### src/rtl/inst_fetch_unit.sv
// RV32I instruction fetch stage: owns the PC, issues one word fetch at a time,
// and holds each fetched instruction for decode until it is accepted or redirected.
module inst_fetch_unit #(
    parameter logic [31:0] RESET_PC = 32'h0000_0000
) (
    input  logic        clk,
    input  logic        rst,
    output logic        imem_req_valid,
    output logic [31:0] imem_req_addr,
    input  logic        imem_req_ready,
    input  logic        imem_rsp_valid,
    input  logic [31:0] imem_rsp_data,
    input  logic        redirect_valid,
    input  logic [31:0] redirect_pc,
    output logic        if_valid,
    output logic [31:0] if_inst,
    output logic [31:0] if_pc,
    input  logic        if_ready
);

    typedef enum logic [1:0] {
        S_REQ  = 2'd0,
        S_WAIT = 2'd1,
        S_HOLD = 2'd2
    } state_t;

    localparam logic [31:0] NOP = 32'h0000_0013;

    state_t      state, state_next;
    logic        kill, kill_next;
    logic [31:0] pc, pc_next;
    logic        load_if, drop_if;

    assign imem_req_valid = (state == S_REQ) && !rst;
    assign imem_req_addr  = pc;

    // kill marks an in-flight response whose fetch was superseded by a redirect
    always_comb begin
        state_next = state;
        kill_next  = kill;
        pc_next    = pc;
        load_if    = 1'b0;
        drop_if    = 1'b0;
        if (redirect_valid) begin
            pc_next = redirect_pc & ~32'h0000_0003;
            drop_if = 1'b1;
            case (state)
                S_REQ: begin
                    if (imem_req_ready) begin
                        state_next = S_WAIT;
                        kill_next  = 1'b1;
                    end
                end
                S_WAIT: begin
                    if (imem_rsp_valid) begin
                        state_next = S_REQ;
                        kill_next  = 1'b0;
                    end else begin
                        kill_next = 1'b1;
                    end
                end
                default: state_next = S_REQ;
            endcase
        end else begin
            case (state)
                S_REQ: begin
                    if (imem_req_ready) state_next = S_WAIT;
                end
                S_WAIT: begin
                    if (imem_rsp_valid) begin
                        if (kill) begin
                            kill_next  = 1'b0;
                            state_next = S_REQ;
                        end else begin
                            load_if    = 1'b1;
                            pc_next    = pc + 32'd4;
                            state_next = S_HOLD;
                        end
                    end
                end
                S_HOLD: begin
                    if (if_ready) begin
                        drop_if    = 1'b1;
                        state_next = S_REQ;
                    end
                end
                default: state_next = S_REQ;
            endcase
        end
    end

    always_ff @(posedge clk) begin
        if (rst) begin
            state    <= S_REQ;
            kill     <= 1'b0;
            pc       <= RESET_PC;
            if_valid <= 1'b0;
            if_inst  <= NOP;
            if_pc    <= 32'h0000_0000;
        end else begin
            state <= state_next;
            kill  <= kill_next;
            pc    <= pc_next;
            if (load_if) begin
                if_valid <= 1'b1;
                if_inst  <= imem_rsp_data;
                if_pc    <= pc;
            end else if (drop_if) begin
                if_valid <= 1'b0;
            end
        end
    end

endmodule
### config.mk
export PLATFORM = sky130hd
export DESIGN_NAME = inst_fetch_unit
export DESIGN_NICKNAME = d
export VERILOG_FILES = /design/src/rtl/inst_fetch_unit.sv
export SDC_FILE = /design/constraint.sdc
export NUM_CORES = 1
export LEC_CHECK = 0
export ABC_AREA = 0
export BUFFER_PORTS_ARGS = -buffer_cell sky130_fd_sc_hd__buf_2
export CAP_MARGIN = 20
export CORE_ASPECT_RATIO = 1.5
export CORE_MARGIN = 2
export CORE_UTILIZATION = 45
export CTS_CLUSTER_DIAMETER = 200
export DETAILED_ROUTE_END_ITERATION = 8
export GPL_TIMING_DRIVEN = 0
export PLACE_DENSITY = 0.76
export SYNTH_ARGS = -nofsm -noshare
export SYNTH_HDL_FRONTEND = slang
export SYNTH_SLANG_ARGS = --single-unit
### constraint.sdc
create_clock -name clk -period 4.1 [get_ports clk]
set_clock_uncertainty 0.2 [all_clocks]
set_input_delay 0.82 -clock clk [delete_from_list [all_inputs] [get_ports clk]]
set_output_delay 0.82 -clock clk [all_outputs]
set_load 0.05 [all_outputs]
## Word level (Yosys, flattened, before mapping)

Cells that the tools add are included.
Widths: inputs -> output; s select.

- Register bits: 100
- Word-level logic and storage cells: 54
- Input bits: 70
- Output and inout bits: 98

- Multiplexer cells: 27
- Equal/unequal tests: 6
- Bitwise operators: 1
- $add $sub $neg: 1
- Reductions and logical operators: 12

Operators by type and width:

| operator | count |
|---|---|
| $mux 32 | 4 |
| $add 32x3->32 const B | 1 |
| $mux 1 | 14 |
| $mux 2 | 6 |
| $reduce_bool 2->1 | 4 |
| $ne 3x3->1 const B | 2 |
| $pmux 2 s3 | 1 |
| $reduce_and 3->1 | 2 |
| $ne 2x2->1 const B | 2 |
| $pmux 2 s2 | 1 |
| $reduce_and 4->1 | 1 |
| $eq 2x1->1 const B | 1 |
| $eq 2x2->1 const B | 1 |
| $logic_not 2->1 | 1 |
| $pmux 1 s2 | 1 |
| $reduce_and 2->1 | 1 |
| $reduce_or 2->1 | 1 |
| $logic_and 1x1->1 | 1 |
| $logic_not 1->1 | 1 |
| $not 1->1 | 1 |

## Logic depth before layout (Yosys ltp)

Gate-level depths: netlist of the first run.

- Depth in word-level cells: 5
- Depth in mapped cells: 7
- Mapped depth without buffers: 5

## Worst setup path after synthesis of the first run

No wires, ideal clock.

- Path kind: input -> output
- From: input port rst
- To: output port imem_req_valid
- Arrival: 2.205 ns
- Buffers on the path: 2
- Slack: 0.875 ns
- Data required time: 3.080 ns
- Stages on the path: 3
- Cell sequence: clkbuf_1 -> clkbuf_1 -> nor3_1

- Cells in the longest elaborated chain, start to end: 2

RTL lines:

| item | RTL line | text |
|---|---|---|
| start, declared | 7 | `input logic rst,` |
| $logic_not 1->1 | 34 | `assign imem_req_valid = (state == S_REQ) && !rst;` |
| $logic_and 1x1->1 | 34 |  |
| end, declared | 8 | `output logic imem_req_valid,` |

Every way passes these cells.

## Final worst setup path of the first run

Ends and elaborated chain as after synthesis.

==> results of run 1 <==
-- report_power, final --
group	switching, µW	internal (µW)	total, µW
clock network	323	455	778
registers	40.1	966	1010
logic	214	86.2	300
total	577	1510	2080
-- worst reg2reg max path: cells and delay by family (launching register included) --
kind | cells | cell delay, ps
AND/OR/NAND/NOR | 3 | 960
buffers and inverters | 1 | 460
flip-flops | 1 | 440
AO/OA/AOI/OAI | 1 | 130
-- sequential cells by signal, summed over array words and instances, names as in the netlist --
register,count
if_valid,1
kill,1
state,2
if_pc,30
imem_req_addr,30
if_inst,32
-- layout by cell type (no fill, tap or decap), drive strengths merged --
cell type  count
ha             1
xor2          20
inv            1
o21ai          2
and3           4
nor3           5
conb           4
nand3b         5
clkbuf        41
or3b           1
xnor2          7
nor4           1
dfxtp         96
or2            1
a2111oi        1
a21oi         69
nand2        149
o22ai          2
and4           7
mux2i          3
nand4         10
a211oi        18
nor2          32
or3            1
nand3         11
nand4bb        1
and2           3
buf          170
and4bb         2
a311oi         1
-- through the flow --
step	hold WS, ps	instances	total power, µW	util [%]
2_1_floorplan	279	495	1230	-
3_3_place_gp	239	762	1320	57.8
3_5_place_dp	243	762	1330	57.8
4_1_cts	251	776	2100	61.0
5_1_grt	265	776	2160	61.0
6_report	250	776	2080	61.0
-- area by class of cell --
| cell class | instances | area, µm² |
|---|---|---|
| fillers | 788 | 3300 |
| flip-flops and latches | 96 | 1920 |
| multi-input cells | 361 | 1860 |
| repair buffers | 160 | 801 |
| clock buffers | 14 | 274 |
| plain buffers | 37 | 166 |
| well taps | 107 | 134 |
| inverters | 1 | 3.75 |
-- cell families (layout without fill, tap and decap cells) --
family	Yosys count	count (layout)	share of synthesized area [%]
AOI/OAI and AO/OA	93	93	13.6
xor gates and xnor gates	27	27	6.00
adders and majority gates	1	1	0.317
buffers and inverters	38	212	4.31
DFF	96	96	48.7
muxes	3	3	0.761
other	1	4	0.0951
and+or+nand+nor	233	233	26.2
-- final timing paths --
| path | start | endpoint | slack, ps | depth (start not counted) |
|---|---|---|---|---|
| worst min register to register | if_pc[31]$_SDFFE_PP0P_ | if_pc[31]$_SDFFE_PP0P_ | 250 | 2 |
| worst max register to register | state[0]$_SDFFE_PP0P_ | if_pc[3]$_SDFFE_PP0P_ | 1840 | 5 |
| worst min-delay path | if_pc[31]$_SDFFE_PP0P_ | if_pc[31]$_SDFFE_PP0P_ | 250 | 2 |
| worst max-delay path | rst | imem_req_valid | 1230 | 4 |
-- synthesized netlist by cell type, drive strengths merged --
master	instances
a311oi	1
nand3	11
a211oi	18
nor2	32
and4bb	2
and4	7
buf	10
o22ai	2
inv	1
a2111oi	1
a21oi	69
xnor2	7
clkbuf	27
ha	1
mux2i	3
dfxtp	96
o21ai	2
nand4	10
or3b	1
nand2	149
and3	4
and2	3
nand4bb	1
or3	1
or2	1
nand3b	5
nor4	1
conb	1
nor3	5
xor2	20
-- metal layers --
metal | wire (µm) | vias to the layer above | track usage, %
met5 | 0 | - | 0
met4 | 121 | 0 | 9.32
met3 | 730 | 8 | 6.03
met2 | 5760 | 131 | 39.3
met1 | 4470 | 1837 | 26.8
li1 | - | 1987 | -
==> metrics.csv, run 1 <==
stage,metric,value,unit
outcome,outcome,"complete, no violations",
yosys,Netlist cell types,35,
route,WL final,11100,µm
cells_and_area,nets,737,
critical_path,Arrival @ worst endpoint,1850,ps
critical_path,crit path buf inv count,3,
power_and_ir_drop,leakage,0.00224,µW
placement,Post-Place Setup Slack,1210,ps
placement,Post-DP HPWL,8290,µm
clock_network,H-tree Lvls,3,
yosys,Gate Count Post-Synth,492,
clock_network,clock slew at reported path FFs,60,ps
clock_network,CTS tree,done,
critical_path,CP Cell Sequence,clkbuf_1 > clkbuf_1 > nor3_1 > buf_2,
timing,Fin. Hold Viols,0,
yosys,Post-Syn Area,0.00394,mm²
critical_path,slowest CP cell,clkbuf_1,
clock_network,cts bufs inserted,9,
power_and_ir_drop,VDD IR-drop max,0.246,mV
yosys,sequential-to-total area share from yosys stat,48.7,%
critical_path,Setup Crit Path Kind,input pin to output pin,
critical_path,crit-path max FO,10,
global_route,pin count of the biggest net entering global routing,14,
yosys,"flops & latches, synth",96,
timing,setup ws final,1230,ps
timing,RSZ-0062 raised after global routing,no,
critical_path,required time worst endpoint,3080,ps
floorplanning,chip width,80.4,µm
global_route,vias in the first global route,3613,
critical_path,Worst Setup End Kind,output pin,
yosys,Mean Syn Cell Area,8.02,µm²
cells_and_area,share of cells above drive strength 1,27.8,%
critical_path,CP dominant cell by count,clkbuf_1,
global_route,GRT Overall Usage,23.0,%
global_route,gr ovfl total,0,
route,DR WL/cell,14.3,µm
timing,Max Slew Vio Count,0,
global_route,initial antenna violation count,0,
placement,total placed instance area,0.00489,mm²
timing,TNS Setup,0,ps
clock_network,worst skew pair latency,330,ps
yosys,"area leader, netlist",dfxtp_1,
timing,slew margin rel.,55.1,%
timing,Final Setup Violations,0,
clock_network,root buf cell,clkbuf_16,
yosys,Synth area leaders,"dfxtp_1 (49%), nand2_1 (14%), a21oi_1 (8.8%), xor2_1 (4.4%), nor2_1 (3.0%)",
critical_path,Top delay family on crit path,buffers and inverters,
global_route,first-pass GRT wire length,17000,µm
yosys,post-synth top area share,48.7,%
clock_network,TritonCTS Sinks,96,
route,first-pass detailed-route iteration total,4,
timing,Max Freq,0.348,GHz
floorplanning,core area,0.00846,mm²
floorplanning,Row Count,41,
route,DRC,0,
floorplanning,Die H,119,µm
floorplanning,I/O pin count,168,
route,Starting DRT DRC Count,125,
placement,RePlAce Congestion,0.870,
floorplanning,Initial Utilization,46.6,%
cells_and_area,fin area,0.00516,mm²
timing,min Tclk post-route,2870,ps
cells_and_area,final antenna diode count,0,
power_and_ir_drop,pwr/cell area,404,mW/mm²
route,via count,3963,
floorplanning,die area,0.00954,mm²
timing,fin crit share,70.0,%
hold_path,min-delay worst type,flip-flop to flip-flop,
critical_path,kind of start point of the critical path,input pin,
route,DRT antenna net count,0,
placement,number of I/O port buffers,160,
timing,Slew @ Worst Pin,670,ps
clock_network,# Post-CTS Setup Buffers,0,
clock_network,Post-CTS Hold Fix Bufs,0,
run,MaxCap Viol Count,0,
cells_and_area,Layout area overhead,30.9,%
yosys,YS warnings,0,
route,vias per cell,5.11,
clock_network,post-cts sizing count,0,
clock_network,clk buf depth,2,
critical_path,"slowest stage delay, CP",480,ps
Power figures use the tool's default switching activity.
==> inputs of run 2 (changes only) <==
--- a/config.mk
+++ b/config.mk
@@ -10,7 +10,7 @@
 export CAP_MARGIN = 20
 export CORE_ASPECT_RATIO = 1.5
 export CORE_MARGIN = 2
-export CORE_UTILIZATION = 45
+export CORE_UTILIZATION = 43
 export CTS_CLUSTER_DIAMETER = 200
 export DETAILED_ROUTE_END_ITERATION = 8
 export GPL_TIMING_DRIVEN = 0
==> constraint.sdc (replaced) <==
create_clock -name clk -period 2.4 [get_ports clk]
set_clock_uncertainty 0.2 [all_clocks]
set_input_delay 0.48 -clock clk [delete_from_list [all_inputs] [get_ports clk]]
set_output_delay 0.48 -clock clk [all_outputs]
set_load 0.05 [all_outputs]
==> run 2 against run 1 <==
  * Core utilization shrank 2.0 points
  * Cell count increased by 0.77%
  * Sequential cell count is the same
  * Routed wire length up 4.6%
  * Combinational power is 72% higher
  * Cell area is 1.5% higher
  * Largest cell class unchanged
==> metrics.csv, run 2 (synthesis gave the netlist of run 1 again) <==
stage,metric,value,unit
timing,fin crit share,90.2,%
route,via count,3976,
power_and_ir_drop,Tot Pwr,3850,µW
critical_path,crit-path max FO,10,
floorplanning,core area,0.00888,mm²
critical_path,kind of start point of the critical path,input pin,
route,DRT antenna net count,0,
power_and_ir_drop,leakage,0.00227,µW
global_route,initial antenna violation count,1,
outcome,outcome,"complete, no violations",
global_route,vias in the first global route,3607,
route,DRC,0,
power_and_ir_drop,pwr/cell area,735,mW/mm²
global_route,GRT Overall Usage,22.9,%
global_route,pin count of the biggest net entering global routing,16,
cells_and_area,max FFs per register,32,
floorplanning,die area,0.00997,mm²
timing,Max Slew Vio Count,0,
floorplanning,chip width,82.2,µm
cells_and_area,nets,737,
timing,Fin. Hold Viols,0,
clock_network,clock slew at reported path FFs,60,ps
clock_network,post-cts sizing count,0,
critical_path,required time worst endpoint,1720,ps
clock_network,TritonCTS Sinks,96,
clock_network,CTS tree,done,
cells_and_area,share of cells above drive strength 1,28.5,%
critical_path,Arrival @ worst endpoint,1480,ps
timing,TNS Setup,0,ps
critical_path,CP Cell Sequence,clkbuf_1 > clkbuf_1 > nor3_2 > buf_2,
critical_path,"slowest stage delay, CP",490,ps
critical_path,Setup Crit Path Kind,input pin to output pin,
clock_network,clk buf depth,2,
timing,Final Setup Violations,0,
global_route,first-pass GRT wire length,17300,µm
clock_network,H-tree Lvls,3,
timing,min Tclk post-route,2160,ps
timing,Max Freq,0.462,GHz
cells_and_area,most frequent cells in the layout,"buf_2 (161), nand2_1 (149), dfxtp_1 (96), a21oi_1 (69), nor2_1 (31)",
placement,total placed instance area,0.00490,mm²
cells_and_area,Layout area overhead,32.9,%
timing,slew margin rel.,61.7,%
timing,RSZ-0062 raised after global routing,no,
cells_and_area,"commonest non-fill, non-tap cell in the layout",buf_2,
placement,number of I/O port buffers,160,
critical_path,CP dominant cell by count,clkbuf_1,
route,DR WL/cell,14.8,µm
route,Starting DRT DRC Count,173,
clock_network,cts bufs inserted,9,
placement,placed cell count,765,
cells_and_area,fin area,0.00524,mm²
route,first-pass detailed-route iteration total,4,
hold_path,min-delay worst type,input pin to flip-flop,
floorplanning,Die H,121,µm
clock_network,root buf cell,clkbuf_16,
floorplanning,I/O pin count,168,
clock_network,Post-CTS Hold Fix Bufs,0,
floorplanning,Row Count,42,
cells_and_area,Non-Filler Instances,782,
placement,RePlAce Congestion,0.901,
power_and_ir_drop,VDD IR-drop max,0.446,mV
placement,Post-DP HPWL,8760,µm
critical_path,slowest CP cell,clkbuf_1,
clock_network,# Post-CTS Setup Buffers,0,
critical_path,Worst Setup End Kind,output pin,
route,WL final,11600,µm
timing,Slew @ Worst Pin,575,ps
floorplanning,Initial Utilization,44.4,%
clock_network,worst skew pair latency,340,ps
route,vias per cell,5.08,
global_route,gr ovfl total,0,
cells_and_area,largest register by flop count,if_inst,
run,MaxCap Viol Count,0,
## run 2: cell count changes in the layout (fill, tap and decap cells not counted), sizes merged
cell / previous run / this run
clkbuf: 41 / 37
diode: 0 / 1
bufinv: 0 / 3
clkinvlp: 0 / 1
clkinv: 0 / 2
## run 2: stage by stage
step / worst slack, ps / util [%] / hold slack [ps]
finish: 236 / 59.0 / 156
global route: 71.4 / 59.0 / 172
CTS: 50.6 / 58.9 / 152
detailed placement: -51.8 / 55.2 / 245
global placement: -58.6 / 55.2 / 239
floorplan: 204 / - / 279
## run 2: power breakdown
part           switching [µW]  total, µW  leakage [µW]  internal, µW
registers                72.2       1720      0.000783          1650
clock network             597       1610      0.000162          1010
logic                     367        515       0.00133           148
total                    1040       3850       0.00227          2810
## run 2: layout make-up
class / instances / area, µm²
fillers: 831 / 3640
flip-flops and latches: 96 / 1920
multi-input cells: 361 / 1870
repair buffers: 160 / 801
clock buffers: 10 / 229
plain buffers: 37 / 166
well taps: 110 / 138
clock inverters: 6 / 108
inverters: 1 / 3.75
diodes: 1 / 2.50
## run 2: worst paths after layout
kind                       startpoint                  endpoint  slack (ps)  cells after the start
max                               rst            imem_req_valid         240                      4
min                  imem_rsp_data[0]   if_inst[0]$_SDFFE_PP1P_         160                      3
max reg2reg     state[1]$_SDFFE_PP0P_  if_inst[25]$_SDFFE_PP0P_         250                      6
min reg2reg  if_inst[20]$_SDFFE_PP0P_  if_inst[20]$_SDFFE_PP0P_         250                      2
## run 2: per-layer routing
metal	vias to the layer above	part of all wire (%)	wire length [µm]	track usage (%)
met5	-	0	0	0
met4	0	3.0	351	12.8
met3	25	5.6	647	4.24
met2	136	52	6030	39.8
met1	1821	39	4550	25.4
li1	1994	-	-	-
## run 2: critical path: cells and delay by family
| family | cells | cell delay [ps] |
|---|---|---|
| buffers and inverters | 3 | 930 |
| AND/OR/NAND/NOR | 1 | 70 |
==> inputs of run 3 (changes only) <==
--- a/config.mk
+++ b/config.mk
@@ -14,7 +14,7 @@
 export CTS_CLUSTER_DIAMETER = 200
 export DETAILED_ROUTE_END_ITERATION = 8
 export GPL_TIMING_DRIVEN = 0
-export PLACE_DENSITY = 0.76
+export PLACE_DENSITY = 0.74
 export SYNTH_ARGS = -nofsm -noshare
 export SYNTH_HDL_FRONTEND = slang
 export SYNTH_SLANG_ARGS = --single-unit
==> run 3 against run 2 <==
  * Power fell by 7.9%
  * Largest cell class unchanged
  * Critical path type is now flip-flop to flip-flop
  * Routed wire length shrank 1.3%
  * Global-route usage decreased by 0.25 points
  * Clock power decreased by 19%
  * Register-to-register slack lost 40 ps
  * Count of clock-buffer cells in the layout shrank 1
  * Die area stayed put
  * Maximum frequency shrank 1.2%
  * Critical path depth increased by 1
  * Sequential cell count unchanged
  * Hold slack got worse by 7.0 ps
  * Cell count is 0.13% lower
==> metrics.csv, run 3 (synthesis gave the netlist of run 1 again) <==
stage,metric,value,unit
outcome,outcome,"complete, no violations",
power_and_ir_drop,register share of total power,48.5,%
timing,Fin. Hold Viols,0,
placement,RePlAce Congestion,0.864,
timing,min Tclk post-route,2190,ps
route,DR WL/cell,14.6,µm
floorplanning,I/O pin count,168,
critical_path,CP Cell Sequence,nand4bb_1 > nor2_2 > clkbuf_1 > nand2_1 > a21oi_1,
hold_path,min-delay worst type,input pin to flip-flop,
route,via count,4009,
power_and_ir_drop,VDD IR-drop max,0.428,mV
global_route,GRT Overall Usage,22.7,%
global_route,pin count of the biggest net entering global routing,17,
cells_and_area,nets,737,
power_and_ir_drop,leakage,0.00224,µW
clock_network,worst skew pair latency,350,ps
clock_network,# Post-CTS Setup Buffers,0,
power_and_ir_drop,pwr/cell area,685,mW/mm²
timing,Hold Slack,149,ps
timing,slew margin rel.,60.5,%
critical_path,Top delay family on crit path,simple AND/OR/NAND/NOR gates,
floorplanning,core area,0.00888,mm²
critical_path,required time worst endpoint,2470,ps
cells_and_area,share of cells above drive strength 1,28.6,%
placement,total placed instance area,0.00490,mm²
power_and_ir_drop,clock power share,37.0,%
global_route,vias in the first global route,3675,
hold_path,hold_sp,imem_rsp_data[0],
power_and_ir_drop,switching power,1050,µW
route,vias per cell,5.13,
hold_path,Hold Path End,if_inst[0]$_SDFFE_PP1P_,
route,WL final,11400,µm
global_route,gr ovfl total,0,
clock_network,root buf cell,clkbuf_16,
hold_path,cell count of the worst hold path,3,
floorplanning,Die H,121,µm
critical_path,crit path buf inv count,1,
placement,Post-DP HPWL,8740,µm
timing,RSZ-0062 raised after global routing,no,
timing,Final Setup Violations,0,
critical_path,"slowest stage delay, CP",500,ps
power_and_ir_drop,Power Internal,2500,µW
timing,Max Freq,0.456,GHz
cells_and_area,final antenna diode count,0,
cells_and_area,"commonest non-fill, non-tap cell in the layout",buf_2,
placement,number of I/O port buffers,160,
cells_and_area,most frequent cells in the layout,"buf_2 (161), nand2_1 (149), dfxtp_1 (96), a21oi_1 (69), nor2_1 (31)",
power_and_ir_drop,sw frac,29.5,%
critical_path,Worst Setup End Kind,flip-flop,
route,Starting DRT DRC Count,211,
floorplanning,die area,0.00997,mm²
global_route,first-pass GRT wire length,17300,µm
timing,Max Slew Vio Count,0,
critical_path,Arrival @ worst endpoint,2260,ps
run,MaxCap Viol Count,0,
cells_and_area,largest register by flop count,if_inst,
critical_path,reg2reg start,state[0]$_SDFFE_PP0P_,
critical_path,reg2reg path depth,5,
critical_path,FF-to-FF End,if_inst[16]$_SDFFE_PP0P_,
floorplanning,Row Count,42,
cells_and_area,Layout area overhead,31.2,%
route,first-pass detailed-route iteration total,5,
timing,fin crit share,91.3,%
clock_network,clock slew at reported path FFs,60,ps
clock_network,cts bufs inserted,9,
cells_and_area,fin area,0.00517,mm²
floorplanning,Initial Utilization,44.4,%
critical_path,Setup Crit Path Kind,flip-flop to flip-flop,
clock_network,H-tree Lvls,3,
cells_and_area,max FFs per register,32,
critical_path,reg2reg setup slack,210,ps
clock_network,CTS tree,done,
clock_network,TritonCTS Sinks,96,
power_and_ir_drop,Gate power share,14.5,%
floorplanning,chip width,82.2,µm
route,DRT antenna net count,0,
global_route,initial antenna violation count,0,
timing,Slew @ Worst Pin,593,ps
cells_and_area,Fill cells,860,
clock_network,clk buf depth,2,
critical_path,slowest CP cell,nor2_2,
critical_path,Critical path origin,state[0]$_SDFFE_PP0P_,
critical_path,crit-path max FO,10,
critical_path,kind of start point of the critical path,flip-flop,
route,DRC,0,
[run 3: cell types whose count changed in the layout (fill, tap and decap cells not counted)]
cell,previous run,this run
clkbuf_1,28,27
clkinvlp_4,1,2
inv_6,0,1
clkinv_4,0,1
diode_2,1,0
bufinv_16,3,0
clkinv_2,2,3
[run 3: power by group through the flow]
| stage | sequential (µW) | clock [µW] | combinational [µW] |
|---|---|---|---|
| 2_1_floorplan | 1920 | 0 | 174 |
| 3_3_place_gp | 1750 | 0 | 508 |
| 3_5_place_dp | 1760 | 0 | 513 |
| 4_1_cts | 1720 | 1340 | 515 |
| 5_1_grt | 1730 | 1410 | 553 |
| 6_report | 1720 | 1310 | 515 |
[run 3: tightest hold or removal path: stages]
cell and delay (ps):
buf_2 80, nand2_1 40, nand3b_1 70
[run 3: layout make-up]
cell class                 count  area (µm²)  area share, %
sequential                    96        1920           37.1
multi-input combinational    361        1870           36.2
timing repair buffer         160         801           15.5
clock buffer                   9         225           4.35
buffer                        37         166           3.22
tap                          110         138           2.66
clock inverter                 7        47.5          0.919
inverter                       1        3.75         0.0726
[run 3: stage by stage]
step                      utilization [%]  TNS, ps  setup WS, ps  total power [µW]  cells
after floorplan                         -        0           204              2100    495
after detailed placement             55.2     -265         -49.3              2270    765
final                                58.3        0           209              3550    781
after global placement               55.2     -119         -17.3              2260    765
after global routing                 58.3        0          55.3              3690    781
after CTS                            58.2        0          75.4              3580    781
[run 3: layer usage]
layer	wire length (µm)	part of all wire [%]	vias to the layer above	global-route usage, %
met5	0	0	-	0
met4	297	2.6	0	11.3
met3	820	7.2	24	5.58
met2	5850	51	152	39.1
met1	4470	39	1837	25.1
li1	-	-	1996	-
[run 3: worst max-delay path by stage]
stage | cells after the start | slack [ps] | end
floorplan | 6 | 200 | imem_req_addr[28]$_SDFFE_PP0P_
global placement | 6 | -20 | if_inst[2]$_SDFFE_PP0P_
detailed placement | 6 | -50 | if_inst[16]$_SDFFE_PP0P_
CTS | 5 | 80 | if_inst[16]$_SDFFE_PP0P_
global route | 5 | 60 | if_inst[13]$_SDFFE_PP0P_
finish | 5 | 210 | if_inst[16]$_SDFFE_PP0P_
[run 3: repair_timing]
item	CTS	global route
hold buffers	0	0
gates resized for setup	0	1
endpoints found under the setup margin	0	60
